File: src/rtl/dispatch_pkg.sv
// Shared definitions for the patient dispatcher: query codes sent to the
// allotment block, the message codes it returns, and the dispatcher FSM states.
package dispatch_pkg;

   // Query codes presented on `query`
   localparam logic [1:0] Q_A_ONLY = 2'b00;
   localparam logic [1:0] Q_ANY0   = 2'b01;
   localparam logic [1:0] Q_ANY1   = 2'b10;
   localparam logic [1:0] Q_B_ONLY = 2'b11;

   // Message codes returned by the allotment block
   localparam logic [1:0] MSG_A    = 2'b01;
   localparam logic [1:0] MSG_B    = 2'b10;
   localparam logic [1:0] MSG_BUSY = 2'b11;

   // done_doctor value for a check-in that exhausted its retries
   localparam logic [1:0] DOC_FAILED = 2'b11;

   typedef enum logic [2:0] {
      StIdle,
      StStrbHi,
      StStrbLo,
      StSample,
      StBackoff,
      StReport
   } state_t;

   // Only 01 and 10 name a doctor; 11 is busy and 00 is an allocator that
   // has not produced a response yet.
   function automatic logic msg_is_doctor(input logic [1:0] msg);
      return (msg == MSG_A) || (msg == MSG_B);
   endfunction

endpackage

File: src/rtl/dispatch_fifo.sv
// Small synchronous FIFO holding pending check-ins.
// Ports:
//   clk, rst         - clock, synchronous active-high reset
//   push, wdata      - write request and data (ignored when full)
//   pop              - read request (ignored when empty); rdata shows the head
//   full, empty      - derived from the registered occupancy count
//   count            - number of entries held
// DEPTH must be a power of two so the pointers wrap by natural overflow.
module dispatch_fifo #(
   parameter int unsigned WIDTH = 10,
   parameter int unsigned DEPTH = 4
) (
   input  logic                     clk,
   input  logic                     rst,
   input  logic                     push,
   input  logic [WIDTH-1:0]         wdata,
   input  logic                     pop,
   output logic [WIDTH-1:0]         rdata,
   output logic                     full,
   output logic                     empty,
   output logic [$clog2(DEPTH):0]   count
);

   localparam int unsigned PW = $clog2(DEPTH);
   localparam logic [PW:0] FULL_CNT = DEPTH[PW:0];

   logic [WIDTH-1:0] mem [DEPTH];
   logic [PW-1:0]    wptr;
   logic [PW-1:0]    rptr;
   logic             do_push;
   logic             do_pop;

   // full/empty come from the registered count, so a pop cannot open space
   // for a push within the same cycle.
   assign full    = (count == FULL_CNT);
   assign empty   = (count == '0);
   assign do_push = push & ~full;
   assign do_pop  = pop & ~empty;
   assign rdata   = mem[rptr];

   always_ff @(posedge clk) begin
      if (do_push) begin
         mem[wptr] <= wdata;
      end
   end

   always_ff @(posedge clk) begin
      if (rst) begin
         wptr  <= '0;
         rptr  <= '0;
         count <= '0;
      end else begin
         if (do_push) wptr <= wptr + 1'b1;
         if (do_pop)  rptr <= rptr + 1'b1;
         case ({do_push, do_pop})
            2'b10:   count <= count + 1'b1;
            2'b01:   count <= count - 1'b1;
            default: ;
         endcase
      end
   end

endmodule

File: src/rtl/patient_dispatcher.sv
// Front-end requester for the doctor-allotment handshake. Check-ins are queued
// in a FIFO and issued one at a time: query is driven, start is pulsed for one
// cycle, and the returned message is sampled two cycles later. Busy responses
// are retried after RETRY_GAP idle cycles, up to MAX_RETRY busy responses.
// Every accepted check-in yields one done_valid pulse.
// Ports:
//   clk, rst                     - clock, synchronous active-high reset
//   pat_valid/pat_ready          - check-in handshake, pat_id/pat_query payload
//   query, start                 - request to the allotment block
//   message                      - allotment response (01 A, 10 B, 11 busy)
//   done_valid/done_id/done_doctor - result pulse (done_doctor 11 = failed)
// Optional feature (macro DISPATCH_STATS_EN): stat_served / stat_failed,
// saturating 16-bit counts of successful and failed reports.
module patient_dispatcher
   import dispatch_pkg::*;
#(
   parameter int unsigned ID_W      = 8,
   parameter int unsigned DEPTH     = 4,
   parameter int unsigned RETRY_GAP = 16,
   parameter int unsigned MAX_RETRY = 3
) (
   input  logic            clk,
   input  logic            rst,
   input  logic            pat_valid,
   output logic            pat_ready,
   input  logic [ID_W-1:0] pat_id,
   input  logic [1:0]      pat_query,
   output logic [1:0]      query,
   output logic            start,
   input  logic [1:0]      message,
   output logic            done_valid,
   output logic [ID_W-1:0] done_id,
   output logic [1:0]      done_doctor
`ifdef DISPATCH_STATS_EN
   ,
   output logic [15:0]     stat_served,
   output logic [15:0]     stat_failed
`endif
);

   localparam int unsigned GW = (RETRY_GAP > 1) ? $clog2(RETRY_GAP) : 1;
   localparam int unsigned RW = (MAX_RETRY > 1) ? $clog2(MAX_RETRY) : 1;

   state_t              state;
   logic [ID_W-1:0]     cur_id;
   logic [1:0]          cur_query;
   logic [RW-1:0]       retry_cnt;
   logic [GW-1:0]       gap_cnt;

   logic                fifo_pop;
   logic                fifo_full;
   logic                fifo_empty;
   logic [ID_W+1:0]     fifo_head;
   logic [$clog2(DEPTH):0] fifo_count;
   logic                unused_count;

   assign pat_ready    = ~fifo_full;
   assign fifo_pop     = (state == StIdle) & ~fifo_empty;
   assign unused_count = ^fifo_count;

   // cur_query is cleared when leaving SAMPLE for REPORT, so it is the
   // registered query output: held from STRB_HI through BACKOFF, else 00.
   assign query = cur_query;

   dispatch_fifo #(
      .WIDTH (ID_W + 2),
      .DEPTH (DEPTH)
   ) u_fifo (
      .clk   (clk),
      .rst   (rst),
      .push  (pat_valid),
      .wdata ({pat_id, pat_query}),
      .pop   (fifo_pop),
      .rdata (fifo_head),
      .full  (fifo_full),
      .empty (fifo_empty),
      .count (fifo_count)
   );

   always_ff @(posedge clk) begin
      if (rst) begin
         state       <= StIdle;
         cur_id      <= '0;
         cur_query   <= Q_A_ONLY;
         retry_cnt   <= '0;
         gap_cnt     <= '0;
         start       <= 1'b0;
         done_valid  <= 1'b0;
         done_id     <= '0;
         done_doctor <= 2'b00;
      end else begin
         start      <= 1'b0;
         done_valid <= 1'b0;
         unique case (state)
            StIdle: begin
               if (!fifo_empty) begin
                  cur_id    <= fifo_head[ID_W+1:2];
                  cur_query <= fifo_head[1:0];
                  retry_cnt <= '0;
                  start     <= 1'b1;
                  state     <= StStrbHi;
               end
            end
            StStrbHi: state <= StStrbLo;
            StStrbLo: state <= StSample;
            StSample: begin
               if (msg_is_doctor(message)) begin
                  done_valid  <= 1'b1;
                  done_id     <= cur_id;
                  done_doctor <= message;
                  cur_query   <= Q_A_ONLY;
                  state       <= StReport;
               end else if (retry_cnt == RW'(MAX_RETRY - 1)) begin
                  done_valid  <= 1'b1;
                  done_id     <= cur_id;
                  done_doctor <= DOC_FAILED;
                  cur_query   <= Q_A_ONLY;
                  state       <= StReport;
               end else begin
                  retry_cnt <= retry_cnt + 1'b1;
                  gap_cnt   <= '0;
                  state     <= StBackoff;
               end
            end
            StBackoff: begin
               if (gap_cnt == GW'(RETRY_GAP - 1)) begin
                  start <= 1'b1;
                  state <= StStrbHi;
               end else begin
                  gap_cnt <= gap_cnt + 1'b1;
               end
            end
            StReport: state <= StIdle;
            default:  state <= StIdle;
         endcase
      end
   end

`ifdef DISPATCH_STATS_EN
   always_ff @(posedge clk) begin
      if (rst) begin
         stat_served <= '0;
         stat_failed <= '0;
      end else if (state == StReport) begin
         if (done_doctor == DOC_FAILED) begin
            if (stat_failed != 16'hFFFF) stat_failed <= stat_failed + 16'd1;
         end else begin
            if (stat_served != 16'hFFFF) stat_served <= stat_served + 16'd1;
         end
      end
   end
`endif

endmodule

File: config.mk
export PLATFORM = sky130hd
export DESIGN_NAME = patient_dispatcher
export DESIGN_NICKNAME = d
export VERILOG_FILES = /design/src/rtl/dispatch_pkg.sv /design/src/rtl/dispatch_fifo.sv /design/src/rtl/patient_dispatcher.sv
export SDC_FILE = /design/constraint.sdc
export NUM_CORES = 1
export LEC_CHECK = 0
export BUFFER_PORTS_ARGS = -buffer_cell sky130_fd_sc_hd__buf_2
export CAP_MARGIN = 20
export CORE_ASPECT_RATIO = 0.6
export CORE_UTILIZATION = 50
export CTS_CLUSTER_SIZE = 20
export DETAILED_ROUTE_END_ITERATION = 8
export HOLD_SLACK_MARGIN = 0.08
export PLACE_DENSITY = 0.65
export SLEW_MARGIN = 10
export SYNTH_ARGS = -nofsm -noshare
export SYNTH_HDL_FRONTEND = slang
export SYNTH_SLANG_ARGS = --single-unit
File: constraint.sdc
create_clock -name clk -period 3.1 [get_ports clk]
set_clock_uncertainty 0.05 [all_clocks]
set_input_delay 0.155 -clock clk [delete_from_list [all_inputs] [get_ports clk]]
set_output_delay 0.155 -clock clk [all_outputs]
set_load 0.1 [all_outputs]
==> metrics.md, run 1 <==
| Metric | Value |
|---|---|
| Status | complete, no violations |
| Row Count | 22 |
| Syn Std Cell Area | approximately 0.0033 sq mm |
| Die X | between 100 and 150 um |
| 1st-iter DRT viols | roughly 110 |
| Slew HR | between 40% and 50% |
| F_max | 410 MHz |
| YS warnings | 0 |
| RR Startpoint | state[0]$_SDFFE_PP0P_ |
| Clock Path Buffers | 2 |
| Critical path type | reg -> reg |
| Die height | 64.5 um |
| Total grt overflow | 0 |
| Routed wire per std cell | around 15 um |
| Clock power share | around 22% |
| Slew @ Worst Pin | around 0.89 ns |
| Reg clk slew, reported paths | ~0.09 ns |
| Worst setup SP type | flop |
| RSZ-0062 raised after global routing | no |
| Sw frac | roughly 37% |
| Cts bufs inserted | 9 |
| Pwr Total | between 3 and 4 mW |
| Hold WC Path Type | in -> reg |
| Finish-stage setup viols | 0 |
| Ports | 30 |
| Critical path arrival | between 2 and 3 ns |
| Total negative slack | 0 ns |
| Max Slew Vio Count | 0 |
| Gate power share | between 30% and 40% |
| Final Core Density | 59.8% |
| Setup Buffers After CTS | 0 |
| WP data required | 3.32 ns |
| CTS tree | built |
| Register area share after synthesis | roughly three fifths |
| Critical Path End Type | flop |
| PostCTS Resize Cnt | 0 |
| Mapped Avg Cell Area | around 12 sq um |
| DP HPWL | a little under 4000 um |
| Internal power | approximately 1.9 mW |
| Core area | around 0.0062 sq mm |
| Switching power | about 1.1 mW |
| Min Tclk post-route | 2.44 ns |
| Area grow syn2layout | 14.0% |
| Hold Buf Count CTS | 11 |
| Pleak | around 1.3 nW |
| Worst setup startpoint | state[0]$_SDFFE_PP0P_ |
| Initial antenna violation count | 0 |
| DRC | 0 |
| Count of different cell masters after synthesis | 39 |
| IO buf count | 29 |
| Syn_nets | ~290 |
| Antenna Cells | 0 |
| Reg power frac | between 40% and 50% |
| Post-synthesis cell count | between 200 and 300 |
| Die area | around 0.0068 sq mm |
| Synth Register Bits | 80 |
| Maximum vdd drop | between 0.0003 and 0.0004 V |
| Period utilization | around four fifths |
| Initial core utilization | between 50% and 60% |
| Worst R2R End | u_fifo.count[2]$_SDFFE_PP0P_ |
| Root Buffer | clkbuf_8 |
| Routability cong. | slightly above 0.8 |
| Ratio of cells with drive above 1 in the final layout | around 20% |
| Htree depth | 3 |
| Reg-to-reg slack, setup | approximately 0.66 ns |
| DR pass1 iterations | 4 |
| Hold Slack | between 0.1 and 0.15 ns |
| Gr usage total | between 10% and 20% |
| Vias | 2112 |
| Vias in the first global route | between 1.5k and 2k |
| Cell Pwr Density | approximately 810 mW/mm^2 |
| Nets | 320 |
| DRT antenna net count | 0 |
| Via density | about 5.5 |
| Clk Latency, worst-skew pair | about 0.35 ns |
| WL final | between 5000 and 6000 um |
| TritonCTS sink count | 80 |
| Hold Vio Cnt, Final | 0 |
| Critical Path End | u_fifo.count[2]$_SDFFE_PP0P_ |
| Max Cap Violations | 0 |
| Critical-path maximum fanout | 15 |
| Reg2reg path depth | 8 |
| Most frequent cells in the layout | dfxtp_1, edfxtp_1, a21oi_1, buf_2, nand3_1 |
| First-pass GRT wire length | approximately 9500 um |
| Largest net degree at the start of global routing | 43 |
-- kinds of logic after synthesis --
family                     share of synthesized area [%]
DFF                                                 61.6
buffers and inverters                               3.85
muxes                                               6.93
and+or+nand+nor                                     10.4
AOI/OAI and AO/OA                                   12.1
adders and majority gates                           4.08
xor gates and xnor gates                            1.08
-- final cells by class --
type                    instances  area (sq um)
fillers                       493          2490
flip-flops and latches         80          2000
multi-input cells             152          1120
repair buffers                 42           270
clock buffers                  12           135
well taps                      84           105
inverters                      10          37.5
clock inverters                 4          31.3
-- flip-flops by register name (all words and copies together) (netlist names), named ones only --
register      cells
u_fifo.count      3
done_doctor       2
start             1
retry_cnt         2
state             3
gap_cnt           4
cur_id            8
done_valid        1
u_fifo.rptr       2
done_id           8
u_fifo.wptr       2
query             2
u_fifo.mem       40
-- power by group through the flow --
stage | Combinational [mW] | Clock, mW | Sequential (mW)
2_1_floorplan | 0.650 | 0 | 1.51
3_3_place_gp | 0.912 | 0 | 1.43
3_5_place_dp | 0.926 | 0 | 1.43
4_1_cts | 0.941 | 0.668 | 1.41
5_1_grt | 1.03 | 0.713 | 1.43
6_report | 0.938 | 0.656 | 1.41
-- cells in the mapped netlist, drive strengths merged --
| library cell | number | area share, % |
|---|---|---|
| edfxtp | 40 | 37 |
| a22oi | 1 | 0.23 |
| or3 | 5 | 1.1 |
| a21o | 2 | 0.46 |
| xnor2 | 1 | 0.27 |
| o221ai | 5 | 1.3 |
| dfxtp | 40 | 25 |
| inv | 10 | 1.2 |
| clkbuf | 12 | 1.4 |
| a311oi | 3 | 0.81 |
| nor2b | 1 | 0.19 |
| a31o | 1 | 0.27 |
| nand2b | 2 | 0.38 |
| or3b | 2 | 0.54 |
| mux4 | 10 | 6.9 |
| nor3 | 5 | 0.92 |
| and3b | 1 | 0.27 |
| a21oi | 32 | 4.9 |
| nor2 | 7 | 0.81 |
| nand3b | 1 | 0.23 |
| a41oi | 1 | 0.27 |
| buf | 8 | 1.3 |
| nor3b | 1 | 0.38 |
| o21ai | 19 | 2.9 |
| or2 | 1 | 0.19 |
| nand2 | 4 | 0.46 |
| and3 | 5 | 0.96 |
| o22ai | 3 | 0.58 |
| o41ai | 1 | 0.27 |
| ha | 9 | 3.5 |
| nand3 | 24 | 3.7 |
| fa | 1 | 0.62 |
| or4 | 1 | 0.23 |
| xor2 | 3 | 0.81 |
-- worst max-delay path: stages, from the launching register on --
cell	delay (ns)
dfxtp_1	0.39
or3_4	0.47
nor2_1	0.21
ha_1	0.22
inv_1	0.06
fa_1	0.37
xor2_1	0.16
or3_1	0.30
a21oi_1	0.13
-- through the flow --
stage,instance area (sq um),setup slack [ns],cells
final,3700,0.662,384
after global routing,3700,0.503,384
after floorplan,3250,0.679,262
after CTS,3700,0.667,384
after global placement,3430,0.713,357
after detailed placement,3430,0.692,357
-- how the worst min path moves through the flow --
stage,from,end,slack (ns),cells past startpoint
after floorplan,pat_query[0],u_fifo.mem[0][0]$_DFFE_PP_,0.20,0
after global placement,pat_id[5],u_fifo.mem[3][7]$_DFFE_PP_,0.33,1
after detailed placement,pat_id[2],u_fifo.mem[3][4]$_DFFE_PP_,0.33,1
after CTS,message[0],done_doctor[1]$_SDFFE_PP0P_,0.09,3
after global routing,message[0],done_doctor[1]$_SDFFE_PP0P_,0.09,3
final,message[0],done_doctor[1]$_SDFFE_PP0P_,0.10,3
-- per-layer routing --
layer	global-route usage (%)	up-vias	share of wire, %
li1	-	1042	-
met1	27.1	1019	52
met2	27.5	44	43
met3	6.34	7	4.0
met4	5.21	0	0.80
met5	0	-	0
Power figures use the tool's default switching activity.
==> run 2, diff against run 1 <==
--- a/config.mk
+++ b/config.mk
@@ -5,6 +5,7 @@
 export SDC_FILE = /design/constraint.sdc
 export NUM_CORES = 1
 export LEC_CHECK = 0
+export ABC_AREA = 1
 export BUFFER_PORTS_ARGS = -buffer_cell sky130_fd_sc_hd__buf_2
 export CAP_MARGIN = 20
 export CORE_ASPECT_RATIO = 0.6
@@ -12,7 +13,7 @@
 export CTS_CLUSTER_SIZE = 20
 export DETAILED_ROUTE_END_ITERATION = 8
 export HOLD_SLACK_MARGIN = 0.08
-export PLACE_DENSITY = 0.65
+export PLACE_DENSITY = 0.68
 export SLEW_MARGIN = 10
 export SYNTH_ARGS = -nofsm -noshare
 export SYNTH_HDL_FRONTEND = slang
==> constraint.sdc (replaced) <==
create_clock -name clk -period 2.2 [get_ports clk]
set_clock_uncertainty 0.05 [all_clocks]
set_input_delay 0.11 -clock clk [delete_from_list [all_inputs] [get_ports clk]]
set_output_delay 0.11 -clock clk [all_outputs]
set_load 0.1 [all_outputs]
==> metrics.md, run 2 <==
| Metric | Value |
|---|---|
| Final Core Density | about three fifths |
| Core area | 0.00617 sq mm |
| Count of different cell masters after synthesis | 25 |
| Syn Std Cell Area | 0.00322 sq mm |
| Critical-path maximum fanout | 3 |
| Worst slack, placed | around 0.24 ns |
| Synth Register Bits | 80 |
| RSZ-0062 raised after global routing | no |
| Die X | ~110 um |
| Worst R2R End | u_fifo.count[2]$_SDFFE_PP0P_ |
| Design Area, Final | around 0.0038 sq mm |
| Initial core utilization | between 50 and 60% |
| Hold Vio Cnt, Final | 0 |
| Row Count | 22 |
| Die area | a little under 0.007 sq mm |
| Clk Latency, worst-skew pair | approximately 0.35 ns |
| Nets | 401 |
| M3 GR Usage | between 6 and 7% |
| Biggest regs | u_fifo.mem x40, cur_id x8, done_id x8 |
| Mapped Avg Cell Area | around 10 sq um |
| Placement Cell Area | roughly 0.0035 sq mm |
| Routed wire per std cell | between 10 and 15 um |
| Critical Path End Type | flop |
| YS warnings | 0 |
| WP data required | between 2 and 2.5 ns |
| Area grow syn2layout | 17.8% |
| Via density | 4.92 |
| GRT met1 Usage | 25.2% |
| Pleak | about 1.5 nW |
| Largest area contributor in the netlist | edfxtp_1 |
| Max reg flops | 40 |
| Register area share after synthesis | between 60% and 70% |
| Gr usage total | a little under a fifth |
| Hold WC Path Type | in -> reg |
| Top Usage Layer GRT | met2 |
| Syn_nets | roughly 350 |
| F_max | around 520 MHz |
| IO buf count | 29 |
| Vias in the first global route | roughly 2.1k |
| Max Slew Vio Count | 0 |
| Total negative slack | 0 ns |
| TritonCTS sink count | 80 |
| First-pass GRT wire length | between 9000 and 10000 um |
| Most frequent cells in the layout | nor2_1, o21ai_0, dfxtp_1, edfxtp_1, buf_2 |
| DR pass1 iterations | 4 |
| Root Buffer | clkbuf_8 |
| Worst setup SP type | flop |
| Ports | 30 |
| Clock Path Buffers | 2 |
| Slew @ Worst Pin | between 0.6 and 0.7 ns |
| Period utilization | between 80% and 90% |
| DRT antenna net count | 0 |
| Initial antenna violation count | 0 |
| Status | complete, no violations |
| Async set-reset flop share out of synthesis | 0% |
| Synth Flop Type | edfxtp_1 |
| Critical Path End | u_fifo.count[2]$_SDFFE_PP0P_ |
| DP HPWL | 3940 um |
| Maximum vdd drop | 0.00107 V |
| Worst setup startpoint | u_fifo.count[0]$_SDFFE_PP0P_ |
| Top cells by area, synth | edfxtp_1, dfxtp_1, nor2_1 |
| Setup ws final | 0.279 ns |
| Ratio of cells with drive above 1 in the final layout | between 10% and 20% |
| Cts bufs inserted | 9 |
| Max Cap Violations | 0 |
| Most common cell after layout, fill and taps aside | nor2_1 |
| Yosys top cell area share | around 37% |
| DRC | 0 |
| Critical path arrival | roughly 2.2 ns |
| Number of flops mapped to enable cells by yosys | 40 |
| Reg2reg path depth | 12 |
| WL final | 5810 um |
| Antenna Cells | 0 |
| Min Tclk post-route | 1.92 ns |
| RR Startpoint | u_fifo.count[0]$_SDFFE_PP0P_ |
| CTS tree | built |
| Filler Cell Count | between 500 and 600 |
| Die height | between 60 and 70 um |
| 1st-iter DRT viols | just over 90 |
| Cell Pwr Density | 1190 mW/mm^2 |
| Reg-to-reg slack, setup | around 0.28 ns |
| Slew HR | 54.7% |
| Count leader, synth | nor2_1 |
| Total grt overflow | 0 |
| Critical path type | reg -> reg |
| Largest net degree at the start of global routing | 21 |
| Commonest cells in the netlist | nor2_1, o21ai_0, dfxtp_1, edfxtp_1, inv_1 |
| Met2 Use GR | 29.9% |
| Finish-stage setup viols | 0 |
| Post-synthesis cell count | approximately 330 |
| Reg clk slew, reported paths | 0.08 ns |
| Vias | between 2k and 2.5k |
| Top reg by flops | u_fifo.mem |
| Routability cong. | a little under 0.8 |
| Htree depth | 3 |
[run 2: timing repair]
item | CTS | global route
gates resized for setup | 0 | 1
setup buffers | 0 | 0
hold endpoints to repair | 53 | 0
endpoints found under the setup margin | 0 | 1
hold buffers | 13 | 0
[run 2: area by class of cell]
cell class	count	area [sq um]	share of cell area, %
flip-flops and latches	80	2000	52.7
multi-input cells	211	1060	28.0
repair buffers	50	335	8.83
clock buffers	9	124	3.26
well taps	84	105	2.77
inverters	24	90.1	2.37
clock inverters	7	77.6	2.04
[run 2: kinds of logic after synthesis]
group / synth area share, %
and+or+nand+nor: 16.1
DFF: 62.1
AOI/OAI and AO/OA: 12.0
buffers and inverters: 5.36
adders and majority gates: 4.12
xor gates and xnor gates: 0.272
[run 2: per-stage QoR]
step | std cells | total power [mW] | hold slack (ns)
4_1_cts | 465 | 4.53 | 0.136
5_1_grt | 465 | 4.81 | 0.0812
2_1_floorplan | 327 | 3.16 | 0.159
3_3_place_gp | 436 | 3.40 | 0.275
3_5_place_dp | 436 | 3.43 | 0.281
6_report | 465 | 4.50 | 0.0686
[run 2: where the power goes]
part / total (mW) / internal (mW) / switching, mW / leakage [nW]
sequential: 1.94 / 1.82 / 0.125 / 0.694
combinational: 1.47 / 0.404 / 1.06 / 0.709
clock: 1.09 / 0.535 / 0.551 / 0.101
total: 4.50 / 2.76 / 1.74 / 1.50
[run 2: how the worst min path moves through the flow]
| stage | start | to | slack, ns | cells after the start |
|---|---|---|---|---|
| final | pat_valid | u_fifo.wptr[1]$_SDFFE_PP0P_ | 0.07 | 3 |
| after global routing | pat_valid | u_fifo.wptr[1]$_SDFFE_PP0P_ | 0.08 | 3 |
| after CTS | pat_valid | u_fifo.wptr[1]$_SDFFE_PP0P_ | 0.14 | 3 |
| after detailed placement | pat_id[2] | u_fifo.mem[1][4]$_DFFE_PP_ | 0.28 | 1 |
| after global placement | pat_id[0] | u_fifo.mem[2][2]$_DFFE_PP_ | 0.27 | 1 |
| after floorplan | pat_query[0] | u_fifo.mem[0][0]$_DFFE_PP_ | 0.16 | 0 |
[run 2: worst max-delay path, cell delays in order, from the launching register on]
cell	delay, ns
dfxtp_1	0.35
inv_1	0.11
nand3_1	0.13
inv_1	0.08
nor2_4	0.09
ha_1	0.14
inv_1	0.07
fa_1	0.39
a21oi_1	0.14
o21ai_0	0.12
nand2_1	0.07
nand2_1	0.04
nor2_1	0.08
[run 2: metal layers]
metal | up-vias | wire [um]
li1 | 1202 | -
met2 | 32 | 2450
met3 | 7 | 243
met5 | - | 0
met4 | 0 | 79
met1 | 1048 | 3040
